File: src/rtl/multicycle_main_fsm.sv
// Main control FSM of the multicycle RV32I core: fetch/decode/execute/memory/writeback sequencing.
// Moore outputs per state; only FETCH strobes and the MEMWRITE retire also follow mem_ready.
// Memory backpressure: FETCH, MEMREAD and MEMWRITE hold until mem_ready; other states ignore it.
module multicycle_main_fsm #(
  parameter bit EXT_OPS      = 1'b1,
  parameter bit ILLEGAL_HALT = 1'b1
) (
  input  logic       clk,
  input  logic       reset,
  input  logic [6:0] op,
  input  logic       mem_ready,
  output logic       PCUpdate,
  output logic       Branch,
  output logic       RegWrite,
  output logic       MemWrite,
  output logic       IRWrite,
  output logic       AdrSrc,
  output logic [1:0] ResultSrc,
  output logic [1:0] ALUSrcA,
  output logic [1:0] ALUSrcB,
  output logic [1:0] ALUOp,
  output logic [2:0] ImmSrc,
  output logic       illegal,
  output logic       retire,
  output logic [3:0] state_dbg
);

  localparam logic [6:0] OP_LW    = 7'b0000011;
  localparam logic [6:0] OP_SW    = 7'b0100011;
  localparam logic [6:0] OP_R     = 7'b0110011;
  localparam logic [6:0] OP_I     = 7'b0010011;
  localparam logic [6:0] OP_BEQ   = 7'b1100011;
  localparam logic [6:0] OP_JAL   = 7'b1101111;
  localparam logic [6:0] OP_JALR  = 7'b1100111;
  localparam logic [6:0] OP_LUI   = 7'b0110111;
  localparam logic [6:0] OP_AUIPC = 7'b0010111;

  typedef enum logic [3:0] {
    S_FETCH    = 4'd0,
    S_DECODE   = 4'd1,
    S_MEMADR   = 4'd2,
    S_MEMREAD  = 4'd3,
    S_MEMWB    = 4'd4,
    S_MEMWRITE = 4'd5,
    S_EXECUTER = 4'd6,
    S_EXECUTEI = 4'd7,
    S_ALUWB    = 4'd8,
    S_BEQ      = 4'd9,
    S_JAL      = 4'd10,
    S_JALR     = 4'd11,
    S_JALRLINK = 4'd12,
    S_LUI      = 4'd13,
    S_AUIPC    = 4'd14,
    S_ILLEGAL  = 4'd15
  } state_t;

  state_t state, state_next;

  assign state_dbg = state;

  // State register; reset overrides every state, including waits and a halted ILLEGAL.
  always_ff @(posedge clk) begin
    if (reset) state <= S_FETCH;
    else       state <= state_next;
  end

  // Immediate format straight from the opcode; unknown opcodes fall back to I-type.
  always_comb begin
    ImmSrc = 3'b000;
    case (op)
      OP_SW:            ImmSrc = 3'b001;
      OP_BEQ:           ImmSrc = 3'b010;
      OP_JAL:           ImmSrc = 3'b011;
      OP_LUI, OP_AUIPC: ImmSrc = 3'b100;
      default:          ImmSrc = 3'b000;
    endcase
  end

  // Next-state and Moore outputs; everything defaults to 0, reset then masks the strobes.
  always_comb begin
    state_next = state;
    PCUpdate   = 1'b0;
    Branch     = 1'b0;
    RegWrite   = 1'b0;
    MemWrite   = 1'b0;
    IRWrite    = 1'b0;
    AdrSrc     = 1'b0;
    ResultSrc  = 2'b00;
    ALUSrcA    = 2'b00;
    ALUSrcB    = 2'b00;
    ALUOp      = 2'b00;
    illegal    = 1'b0;
    retire     = 1'b0;

    case (state)
      S_FETCH: begin
        // PC+4 goes straight to the PC while the instruction is latched.
        AdrSrc    = 1'b0;
        ALUSrcA   = 2'b00;
        ALUSrcB   = 2'b10;
        ResultSrc = 2'b10;
        if (mem_ready) begin
          IRWrite    = 1'b1;
          PCUpdate   = 1'b1;
          state_next = S_DECODE;
        end
      end
      S_DECODE: begin
        // Precompute OldPC+imm so branch/jump targets are waiting in ALUOut.
        ALUSrcA = 2'b01;
        ALUSrcB = 2'b01;
        case (op)
          OP_LW, OP_SW: state_next = S_MEMADR;
          OP_R:         state_next = S_EXECUTER;
          OP_I:         state_next = S_EXECUTEI;
          OP_BEQ:       state_next = S_BEQ;
          OP_JAL:       state_next = S_JAL;
          OP_JALR:      state_next = EXT_OPS ? S_JALR  : S_ILLEGAL;
          OP_LUI:       state_next = EXT_OPS ? S_LUI   : S_ILLEGAL;
          OP_AUIPC:     state_next = EXT_OPS ? S_AUIPC : S_ILLEGAL;
          default:      state_next = S_ILLEGAL;
        endcase
      end
      S_MEMADR: begin
        ALUSrcA    = 2'b10;
        ALUSrcB    = 2'b01;
        state_next = (op == OP_SW) ? S_MEMWRITE : S_MEMREAD;
      end
      S_MEMREAD: begin
        AdrSrc = 1'b1;
        if (mem_ready) state_next = S_MEMWB;
      end
      S_MEMWB: begin
        ResultSrc  = 2'b01;
        RegWrite   = 1'b1;
        retire     = 1'b1;
        state_next = S_FETCH;
      end
      S_MEMWRITE: begin
        // MemWrite is held for the whole wait; the store retires when memory accepts it.
        AdrSrc   = 1'b1;
        MemWrite = 1'b1;
        if (mem_ready) begin
          retire     = 1'b1;
          state_next = S_FETCH;
        end
      end
      S_EXECUTER: begin
        ALUSrcA    = 2'b10;
        ALUSrcB    = 2'b00;
        ALUOp      = 2'b10;
        state_next = S_ALUWB;
      end
      S_EXECUTEI: begin
        ALUSrcA    = 2'b10;
        ALUSrcB    = 2'b01;
        ALUOp      = 2'b10;
        state_next = S_ALUWB;
      end
      S_ALUWB: begin
        ResultSrc  = 2'b00;
        RegWrite   = 1'b1;
        retire     = 1'b1;
        state_next = S_FETCH;
      end
      S_BEQ: begin
        // Compare rs1-rs2; the datapath gates the PC write with Zero, target from ALUOut.
        ALUSrcA    = 2'b10;
        ALUSrcB    = 2'b00;
        ALUOp      = 2'b01;
        ResultSrc  = 2'b00;
        Branch     = 1'b1;
        retire     = 1'b1;
        state_next = S_FETCH;
      end
      S_JAL: begin
        // Jump to the target in ALUOut while the ALU forms the link OldPC+4.
        ALUSrcA    = 2'b01;
        ALUSrcB    = 2'b10;
        ResultSrc  = 2'b00;
        PCUpdate   = 1'b1;
        state_next = S_ALUWB;
      end
      S_JALR: begin
        ALUSrcA    = 2'b10;
        ALUSrcB    = 2'b01;
        ResultSrc  = 2'b10;
        PCUpdate   = 1'b1;
        state_next = S_JALRLINK;
      end
      S_JALRLINK: begin
        ALUSrcA    = 2'b01;
        ALUSrcB    = 2'b10;
        state_next = S_ALUWB;
      end
      S_LUI: begin
        ALUSrcA    = 2'b11;
        ALUSrcB    = 2'b01;
        state_next = S_ALUWB;
      end
      S_AUIPC: begin
        ALUSrcA    = 2'b01;
        ALUSrcB    = 2'b01;
        state_next = S_ALUWB;
      end
      S_ILLEGAL: begin
        // Either lock up until reset, or retire the opcode as a NOP.
        illegal = 1'b1;
        if (!ILLEGAL_HALT) begin
          retire     = 1'b1;
          state_next = S_FETCH;
        end
      end
      default: state_next = S_FETCH;
    endcase

    if (reset) begin
      PCUpdate = 1'b0;
      IRWrite  = 1'b0;
      RegWrite = 1'b0;
      MemWrite = 1'b0;
      Branch   = 1'b0;
      retire   = 1'b0;
      illegal  = 1'b0;
    end
  end

endmodule
File: config.mk
export PLATFORM = sky130hd
export DESIGN_NAME = multicycle_main_fsm
export DESIGN_NICKNAME = d
export VERILOG_FILES = /design/src/rtl/multicycle_main_fsm.sv
export SDC_FILE = /design/constraint.sdc
export NUM_CORES = 1
export LEC_CHECK = 0
export ABC_CLOCK_PERIOD_IN_PS = 1500
export BUFFER_PORTS_ARGS = -buffer_cell sky130_fd_sc_hd__buf_2
export CAP_MARGIN = 20
export CORE_AREA = 4 4 44 46
export CTS_BUF_LIST = sky130_fd_sc_hd__clkbuf_4 sky130_fd_sc_hd__clkbuf_8
export DETAILED_ROUTE_END_ITERATION = 10
export DIE_AREA = 0 0 48 50
export GPL_ROUTABILITY_DRIVEN = 0
export GPL_TIMING_DRIVEN = 1
export PLACE_DENSITY = 0.79
export RECOVER_POWER = 25
export SYNTH_ARGS = -nofsm -noshare
export SYNTH_HDL_FRONTEND = slang
export SYNTH_SLANG_ARGS = --single-unit
export TNS_END_PERCENT = 50
File: constraint.sdc
create_clock -name clk -period 1.5 [get_ports clk]
set_clock_uncertainty 0.2 [all_clocks]
set_input_delay 0.075 -clock clk [delete_from_list [all_inputs] [get_ports clk]]
set_output_delay 0.075 -clock clk [all_outputs]
set_load 0.01 [all_outputs]
# Word level (Yosys, flattened, before mapping)

Cells that the tools add are included.

Register bits after elaboration: 4
Input port bits: 10
Output and inout bits: 23
Logic and storage cells: 71

Equality and inequality tests: 27
Mux-type cells: 27
Reduce and logical (&&, ||, !) cells: 16

Operators with widths:

| operator                                                        | number |
|---|---|
| 4-bit case mux with 8 select lines                              | 2 |
| 4-bit == test, second input constant                            | 8 |
| 7-bit by 6-bit == test with 1-bit output, second input constant | 3 |
| 7-bit == test, second input constant                            | 3 |
| 4-bit by 3-bit == test with 1-bit output, second input constant | 4 |
| 7-bit by 5-bit == test with 1-bit output, second input constant | 2 |
| 1-bit two-way mux                                               | 14 |
| 2-bit OR reduction                                              | 7 |
| 4-bit two-way mux                                               | 3 |
| 2-bit case mux with 2 select lines                              | 3 |
| 3-bit case mux with 4 select lines                              | 1 |
| 6-bit OR reduction                                              | 2 |
| 4-bit by 2-bit == test with 1-bit output, second input constant | 2 |
| 8-bit nonzero test                                              | 1 |
| 7-bit by 2-bit == test with 1-bit output, second input constant | 1 |
| 2-bit != test, second input constant                            | 3 |
| 2-bit case mux with 3 select lines                              | 1 |
| 3-bit OR reduction                                              | 2 |
| 5-bit OR reduction                                              | 1 |
| 4-bit by 1-bit == test with 1-bit output, second input constant | 1 |
| 4-bit logical NOT                                               | 1 |
| 1-bit case mux with 2 select lines                              | 2 |
| 4-bit AND reduction                                             | 1 |
| 4-bit OR reduction                                              | 1 |
| 3-bit two-way mux                                               | 1 |

# Longest topological paths before layout

Gate-level depths: netlist of the first run.

Word-level depth: 4
Depth in mapped cells: 6
Mapped depth without buffers: 4

# Worst setup path after synthesis of the first run

No wires, ideal clock.

Kind: register -> output
From: register state[2], in the netlist state_dbg[2]
To: output port PCUpdate
Arrival time: 1283 ps
Required time: 1225 ps
Slack: -58 ps
Cell stages (with the launch flop): 5
Path buffers: 1
Cells stage by stage: dfxtp_1 > buf_4 > nor4_2 > nor3b_2 > or2_1

Word-level cells in the longest chain between the ends: 4
Elaborated cells on any way between the ends: 6
Those cells by class: 2 x eq/ne; 2 x mux; 2 x reduce/logical

RTL lines:

| element                                | line | source |
|---|---|---|
| start, declared                        | 57   | `state_t state, state_next;` |
| start signal, assigned                 | 64   | `else state <= state_next;` |
| 4-bit == test                          | 95   | `case (state)` |
| 2-bit OR reduction (no line)           | n/a  |  |
| 1-bit case mux with 2 select lines (*) | 95   |  |
| 1-bit two-way mux (*)                  | 217  | `if (reset) begin` |
| end, declared                          | 12   | `output logic PCUpdate,` |

Mark *: on every way between the ends. The rest lies on a longest branch, timed or not.

# Final worst setup path of the first run

From: register state[1], in the netlist state_dbg[1]
To: output port PCUpdate

The elaborated chain is that of the path after synthesis.

==> results of run 1 <==
-- per-stage QoR --
step | TNS (ns) | setup WS (ns) | power, mW | instance area [um^2] | hold slack [ns]
global route | -2.86 | -0.309 | 2.23 | 1230 | 0.0414
detailed placement | -0.245 | -0.0916 | 1.41 | 967 | 0.229
global placement | -0.0206 | -0.0206 | 1.37 | 967 | 0.215
floorplan | -0.0293 | -0.0216 | 0.984 | 741 | -0.0230
CTS | -0.986 | -0.185 | 1.77 | 1120 | 0.00237
finish | -1.86 | -0.240 | 2.10 | 1230 | 0.0214
-- what timing repair did --
item,CTS,global route
pin swaps,4,6
hold buffers,1,0
endpoints found under the setup margin,18,18
hold endpoints to repair,1,0
gates resized for setup,22,20
setup buffers,7,5
-- cells by family after synthesis --
kind of cell / count (synthesis)
AOI/OAI and AO/OA: 27
xor gates and xnor gates: 1
buffers and inverters: 12
DFF: 4
and+or+nand+nor: 63
-- cell usage in the layout (no fill, tap or decap), types with 5 or more instances in the layout --
cell     instances
buf_2           30
buf_4           17
a21oi_1         11
nor3_1           5
nor2_1           6
nand2_1          7
o21ai_1          6
buf_6           12
-- worst reg2reg max path: stages (launching register included) --
cell,delay [ns]
dfxtp_4,0.38
buf_6,0.13
nor4_4,0.04
buf_4,0.13
buf_4,0.13
a21oi_1,0.17
o21ai_1,0.12
o31a_1,0.24
-- layout make-up --
class / instances / area (um^2)
Timing Repair Buffer: 62 / 442
Multi-Input combinational cell: 91 / 642
Tap cell: 16 / 20.0
Inverter: 2 / 7.51
Clock buffer: 3 / 22.5
Sequential cell: 4 / 95.1
Fill cell: 90 / 278
-- final timing paths --
path	end	slack [ns]	cells past startpoint
max	PCUpdate	-0.24	5
min	state_dbg[3]	0.02	2
max reg2reg	state_dbg[0]	-0.15	7
min reg2reg	state_dbg[3]	0.48	3
-- synthesized netlist by cell type, types with 3 or more instances --
cell	number	share of area (%)
nor3_1	8	5.5
nor2_1	6	3.1
buf_6	4	6.2
a21oi_1	11	7.6
nand3_1	4	2.8
o21ai_0	4	2.8
nor2b_1	5	4.3
or3_1	5	4.3
o21ai_1	6	4.1
nand2b_1	5	4.3
buf_4	3	3.1
nand2_1	9	4.7
dfxtp_1	4	11
-- power groups by stage --
| stage | Combinational (mW) | Clock (mW) | Sequential, mW |
|---|---|---|---|
| after global routing | 1.82 | 0.149 | 0.257 |
| after global placement | 1.15 | 0 | 0.227 |
| after detailed placement | 1.18 | 0 | 0.228 |
| after floorplan | 0.762 | 0 | 0.222 |
| final | 1.71 | 0.135 | 0.249 |
| after CTS | 1.40 | 0.131 | 0.233 |
-- metal layers --
layer	part of all wire [%]	routed length, um	up-vias	GRT usage (%)
met5	0	0	-	0
met4	4.0	113	0	8.52
met3	6.8	193	12	4.00
met2	51	1440	55	41.2
met1	39	1100	489	21.5
li1	-	-	500	-
==> metrics.txt, run 1 <==
Tcrit/Tclk final=116%; Synth cell types=39; initial core utilization=48.1%; first-pass GRT wire length=3.91 mm; YS warnings=0; # port buffers=32; Die W=48 um; Post-Synthesis Cells=107; DR iter-0 viols=23; Slowest-stage cell, CP=dfxtp_4; Seq/Total Area, Yosys=11.1%; vias=1056; Clock Path Buffers=2; Compound-Gate Fraction of Synth Area=21.6%; sequential power share=11.9%; Post-synth EDFFs=0; Hold Vio Cnt, Final=0; Post-DRT Antenna Nets=0; area delta synth->final=69.6%; Top FF cell, synth=dfxtp_1; Core Rows=14; CP required=1.22 ns; Post-Synth XOR/XNOR Area=1.21%; slowest stage delay, CP=0.36 ns; Post-Syn Nets=117; core region area=0.00151 mm^2; area share of and/or/nand/nor cells after synthesis=53.9%; die area=0.00240 mm^2; initial antenna violation count=0; Worst Setup Start Kind=flip-flop; mux contribution to synthesized area=0%; Slew @ Worst Pin=0.315 ns; gr ovfl total=0; TritonCTS clock tree=yes; CP Capture Type=primary output; Int Pwr=1.16 mW; max_slew headroom=78.7%; r2r startpoint=state_dbg[0]; Setup WS post-layout=-0.240 ns; top cell family by delay on the critical path=simple AND/OR/NAND/NOR gates; switching power total=0.934 mW; Die Y=50 um; clock power share=6.4%; clk sink count=4; RSZ-0062 raised after global routing=yes; HP Class=input pin to flip-flop; Via-to-Cell Ratio=5.93; WP buf/inv=2; Final Critical Period=1.74 ns; WL/cell=15.9 um; Yosys reg bits=4; Post-Syn Area=724 um^2; Avg Inst Size Synth=6.77 um^2; Reg clk slew, reported paths=0.04 ns; number of global-route vias before repair=944; Post-Synth Adder-Cell Area=0%; H-tree levels=1; Skew-Pair Late Insertion Delay=0.24 ns; max-slew violations=0; Final #Nets=174; leak pwr=0.565 nW; Critical Path AT=1.47 ns; Comb power frac=81.7%; maximum VDD drop=0.000944 V; layout cell share with drive strength beyond 1=53.7%; kind of critical path=flip-flop to primary output; Total GRT Usage=21.8%; Sw Ratio=44.5%; crit path launch=state_dbg[1]; # DRC=0; violations in the final reports=setup timing; fin cells=178; Hold Path Origin=reset; Final Core Density=81.6%; Power Density=1710 mW/mm^2; max reg flops=4; largest family of logic cells by synthesized area=simple AND/OR/NAND/NOR gates; crit-path cells=buf_6 > nor4_4 > nor3b_4 > or2_1 > buf_2; CP Max Fanout=6; asr flop ratio synth=0%; dpl hpwl=1.61 mm; total iterations of the first detailed-routing run=4; placed insts=162; IO Pins=33; Detailed Route WL=2.84 mm; n_diodes=0; largest net degree at the start of global routing=14; max-cap violations=0; CTS Root Cell=clkbuf_4; status=complete, but fails checks; fmax=575 MHz; TritonCTS Buffers=3; # setup viols final=16
(Power assumes the default switching activity.)
==> inputs of run 2 (changes only) <==
- CORE_AREA: 4 4 44 46 -> 2 2 42 44
- DIE_AREA: 0 0 48 50 -> 0 0 44 46
- GPL_ROUTABILITY_DRIVEN: 0 -> not set
- MAX_ROUTING_LAYER: not set -> met4
==> run 2 against run 1 <==
Net effect:
- the flow still finishes with violations (setup timing)
- worst setup slack improved by 0.068 ns
- clock power rose by 10%
- first-iteration DRC count rose by 22%
- count of clock-buffer cells in the layout did not move
- power fell by 19%
- via count fell by 11%
- hold slack got worse by 0.014 ns
- critical path depth fell by 1
- routed wire length fell by 23%
- sequential share of layout area rose by 1.2 points
- critical path type unchanged
- largest cell class unchanged
- highest routed layer unchanged
==> metrics.txt, run 2 (synthesized netlist as in run 1, its figures left out) <==
status=complete, but fails checks; most common cell after layout, fill and taps aside=buf_2; Final Critical Period=1.67 ns (-0.0682 ns); core region area=0.00161 mm^2 (+7.1%); dpl hpwl=1.47 mm (-9.0%); Fin Setup TNS=-1.02 ns (+0.836 ns); IO Pins=33 (unchanged); kind of critical path=flip-flop to primary output; CP required=1.22 ns (about the same); die area=0.00202 mm^2 (-16%); TritonCTS clock tree=yes; first-pass GRT wire length=3.22 mm (-18%); CTS Root Cell=clkbuf_4; max-cap violations=0 (unchanged); Worst Setup Start Kind=flip-flop; initial antenna violation count=0 (unchanged); max_slew headroom=79.4% (+0.72 points); clock power share=8.7% (+2.3 points); R2R depth=4 (-3); Int Pwr=0.940 mW (-19%); sequential power share=14.4% (+2.5 points); Hold Path Origin=reset; maximum VDD drop=0.000545 V (-42%); total iterations of the first detailed-routing run=4 (unchanged); Comb power frac=76.9% (-4.8 points); hold endpoint=state_dbg[2]; HP Class=input pin to flip-flop; max-slew violations=0 (unchanged); fin cells=169 (-5.1%); RSZ-0062 raised after global routing=yes; Critical Path AT=1.40 ns (-0.07 ns); CP Capture Type=primary output; Sw Ratio=45.0% (+0.48 points); DR iter-0 viols=28 (+22%); fmax=598 MHz (+4.1%); switching power total=0.768 mW (-18%); number of global-route vias before repair=786 (-17%); Final Core Density=65.8% (-16 points); placed insts=161 (-0.62%); Via-to-Cell Ratio=5.58 (-5.9%); Setup WS post-layout=-0.172 ns (+0.0682 ns); WL/cell=12.9 um (-19%); r2r startpoint=state_dbg[3]; Hold Slack=0.00712 ns (-0.0143 ns); Die Y=46 um (-8.0%); Total GRT Usage=22.0% (+0.16 points); Power Density=1610 mW/mm^2 (-5.9%); Skew-Pair Late Insertion Delay=0.25 ns (about the same); # setup viols final=11 (-5); highest-count cells in the layout ignoring fill and taps=buf_2, buf_4, a21oi_1, nand2_1; Reg2Reg Capture Point=state_dbg[0]; leak pwr=0.487 nW (-14%); area delta synth->final=46.6%; Final #Nets=164 (-5.7%); Core Rows=15 (+1); largest net degree at the start of global routing=15 (+1); Hold Vio Cnt, Final=0 (unchanged); hold path depth=2 (unchanged); violations in the final reports=setup timing; clk sink count=4 (unchanged); Detailed Route WL=2.19 mm (-23%); layout cell share with drive strength beyond 1=44.7% (-9.0 points); # port buffers=32 (unchanged); H-tree levels=1 (unchanged); Tcrit/Tclk final=111% (-4.5 points); initial core utilization=44.9% (-3.2 points); GP Congestion=0.817; Slew @ Worst Pin=0.306 ns (-0.00866 ns); n_diodes=0 (unchanged); gr ovfl total=0 (unchanged); vias=943 (-11%); Post-DRT Antenna Nets=0 (unchanged); max reg flops=4 (unchanged); Clock Path Buffers=2 (unchanged); Die W=44 um (-8.3%); flop2flop setup slack=-0.01 ns (+0.14 ns); CP Max Fanout=7 (+1); Reg clk slew, reported paths=0.05 ns (about the same); # DRC=0 (unchanged); TritonCTS Buffers=3 (unchanged)
run 2: cell types whose count changed in the layout (fill, tap and decap cells not counted), moves of 2 or more:
cell,previous run,this run
buf_4,17,15
buf_6,12,4
nand2b_1,3,5
nand2b_4,3,1
nor2b_4,2,0
nor3_1,5,7
nor3_2,3,1
o21ai_2,2,0
run 2: cell type report:
type	count	area [um^2]
well taps	17	21.3
inverters	2	7.51
flip-flops and latches	4	95.1
multi-input cells	91	589
repair buffers	52	327
fillers	155	552
clock buffers	3	22.5
run 2: critical path, stage by stage (launching register included):
cell and delay (ns):
dfxtp_4 0.37, buf_4 0.15, or3_1 0.42, nand2_1 0.09
buf_2 0.12
run 2: worst max path at each step:
stage / startpoint / end / slack, ns
2_1_floorplan: state_dbg[3] / ResultSrc[1] / -0.02
3_3_place_gp: state_dbg[2] / state_dbg[1] / 0.006
3_5_place_dp: state_dbg[3] / state_dbg[2] / -0.03
4_1_cts: state_dbg[1] / PCUpdate / -0.15
5_1_grt: state_dbg[1] / PCUpdate / -0.22
6_report: state_dbg[3] / ALUSrcA[0] / -0.17
run 2: metal layers:
metal / track usage, % / routed length, um / up-vias
met5: - / 0 / -
met4: 9.09 / 69 / 0
met3: 1.19 / 101 / 7
met2: 40.6 / 1110 / 33
met1: 24.5 / 909 / 423
li1: - / - / 480
run 2: what timing repair did:
action | 4_1_cts | 5_1_grt
buffers inserted | 4 | 0
pin swaps | 3 | 1
hold endpoints to repair | 2 | 0
setup endpoints to repair | 18 | 18
resized for setup | 11 | 7
hold buffers | 1 | 0
run 2: power by group through the flow:
stage	sequential [mW]	clock, mW	combinational (mW)
finish	0.245	0.149	1.31
global route	0.252	0.154	1.43
CTS	0.242	0.143	1.25
detailed placement	0.227	0	1.14
global placement	0.222	0	1.12
floorplan	0.222	0	0.762
run 2: metrics by stage:
step	area (um^2)	power, mW	setup WS, ns
after floorplan	741	0.984	-0.0216
after global placement	953	1.34	0.00576
after detailed placement	953	1.36	-0.0273
after CTS	1040	1.63	-0.150
after global routing	1060	1.84	-0.220
final	1060	1.71	-0.172
==> inputs of run 3 (changes only) <==
- SKIP_CTS_REPAIR_TIMING: not set -> 1
==> run 3 against run 2 <==
Net effect:
- the run ends with hold timing, setup timing left
- die area unchanged
- cell count rose by 0.59%
- core utilization up 2.7 points
- power up 5.6%
- sequential cell count did not move
- sequential share of layout area down 0.35 points
- critical path depth up 1
- combinational power rose by 7%
- critical endpoint is now PCUpdate
- largest cell class unchanged
- highest routed layer unchanged
==> metrics.txt, run 3 (synthesized netlist as in run 1, its figures left out) <==
met1 wire length=942 um (+3.6%); Total GRT Usage=19.6% (-2.4 points); crit path launch=state_dbg[1]; Area after DPL=953 um^2 (unchanged); layout cell share with drive strength beyond 1=47.1% (+2.3 points); Via-to-Cell Ratio=5.57 (-0.17%); # DRC=0 (unchanged); initial core utilization=44.9% (unchanged); total iterations of the first detailed-routing run=4 (unchanged); Placement Setup Slack=-0.0273 ns (unchanged); Slew @ Worst Pin=0.299 ns (-0.00693 ns); Hold Slack=-0.00619 ns (-0.0133 ns); gr ovfl total=0 (unchanged); WL/cell=13.2 um (+2.2%); Final Core Density=68.5% (+2.7 points); number of global-route vias before repair=746 (-5.1%); violations in the final reports=hold timing, setup timing; core region area=0.00161 mm^2 (unchanged); largest net degree at the start of global routing=15 (unchanged); CTS Root Cell=clkbuf_4; Worst Setup Start Kind=flip-flop; first-pass GRT wire length=2.93 mm (-8.8%); metal3 WL=115 um (+14%); H-tree levels=1 (unchanged); n_diodes=0 (unchanged); slowest stage delay, CP=0.36 ns (-0.06 ns); max reg flops=4 (unchanged); Fin Setup TNS=-1.44 ns (-0.424 ns); vias=947 (+0.42%); Detailed Route WL=2.25 mm (+2.8%); total power=1.80 mW (+5.6%); maximum VDD drop=0.000637 V (+17%); status=complete, but fails checks; leak pwr=0.499 nW (+2.5%); r2r startpoint=state_dbg[2]; Post-Layout Inst Area=0.00111 mm^2 (+4.1%); die area=0.00202 mm^2 (unchanged); max-slew violations=0 (unchanged); Post-DRT Antenna Nets=0 (unchanged); CP Max Fanout=6 (-1); Slowest-stage cell, CP=dfxtp_4; Clock Path Buffers=2 (unchanged); Hold Vio Cnt, Final=1 (+1); Hold Path Origin=reset; fmax=590 MHz (-1.4%); top cell family by delay on the critical path=simple AND/OR/NAND/NOR gates; Final #Nets=165 (+0.61%); HP Class=input pin to flip-flop; Die Y=46 um (unchanged); highest-count cells in the layout ignoring fill and taps=buf_2, buf_4, a21oi_1, nand2_1, nor3_1; Setup WS post-layout=-0.196 ns (-0.0239 ns); Power Density=1630 mW/mm^2 (+1.4%); clk sink count=4 (unchanged); Reg clk slew, reported paths=0.04 ns (about the same); initial antenna violation count=0 (unchanged); max_slew headroom=79.8% (+0.34 points); # setup viols final=14 (+3); most common cell after layout, fill and taps aside=buf_2; placed insts=161 (unchanged); Skew-Pair Late Insertion Delay=0.25 ns (about the same); # port buffers=32 (unchanged); Final Critical Period=1.70 ns (+0.0239 ns); RSZ-0062 raised after global routing=yes; highest routing layer actually used=met4; TritonCTS clock tree=yes; dpl hpwl=1.47 mm (unchanged); area delta synth->final=52.7%; CP Capture Type=primary output; fin cells=170 (+0.59%); IO Pins=33 (unchanged); TritonCTS Buffers=3 (unchanged); GP Congestion=0.817 (unchanged); Core Rows=15 (unchanged); Tcrit/Tclk final=113% (+1.6 points); met2 WL=1.16 mm (+4.8%); CP required=1.22 ns (about the same); kind of critical path=flip-flop to primary output; max-cap violations=0 (unchanged); Critical Path AT=1.42 ns (+0.02 ns); DR iter-0 viols=20 (-29%); crit-path cells=buf_6 > nor4_4 > nor3b_4 > or2_1 > buf_2; WP buf/inv=2 (unchanged); Die W=44 um (unchanged)
[run 3: cell type report]
cell class	count	area (um^2)
multi-input combinational	91	616
fill	150	508
timing repair buffer	53	344
sequential	4	95.1
clock buffer	3	22.5
tap	17	21.3
inverter	2	7.51
[run 3: power by group]
group          leakage [nW]  switching, mW  total [mW]  internal (mW)
logic                 0.450          0.660        1.40          0.740
registers            0.0356         0.0901       0.256          0.166
clock network        0.0138         0.0579       0.148         0.0904
total                 0.499          0.808        1.80          0.996
[run 3: routing by layer]
metal / up-vias / global-route usage [%]
met5: - / -
met4: 0 / 9.09
met3: 3 / 1.19
met2: 39 / 34.4
met1: 423 / 22.8
li1: 482 / -
[run 3: path summary, 6_finish.rpt]
kind	end	cells after the start	slack [ns]
max	PCUpdate	5	-0.20
min reg2reg	state_dbg[1]	4	0.48
max reg2reg	state_dbg[1]	6	-0.11
min	state_dbg[3]	2	-0.006
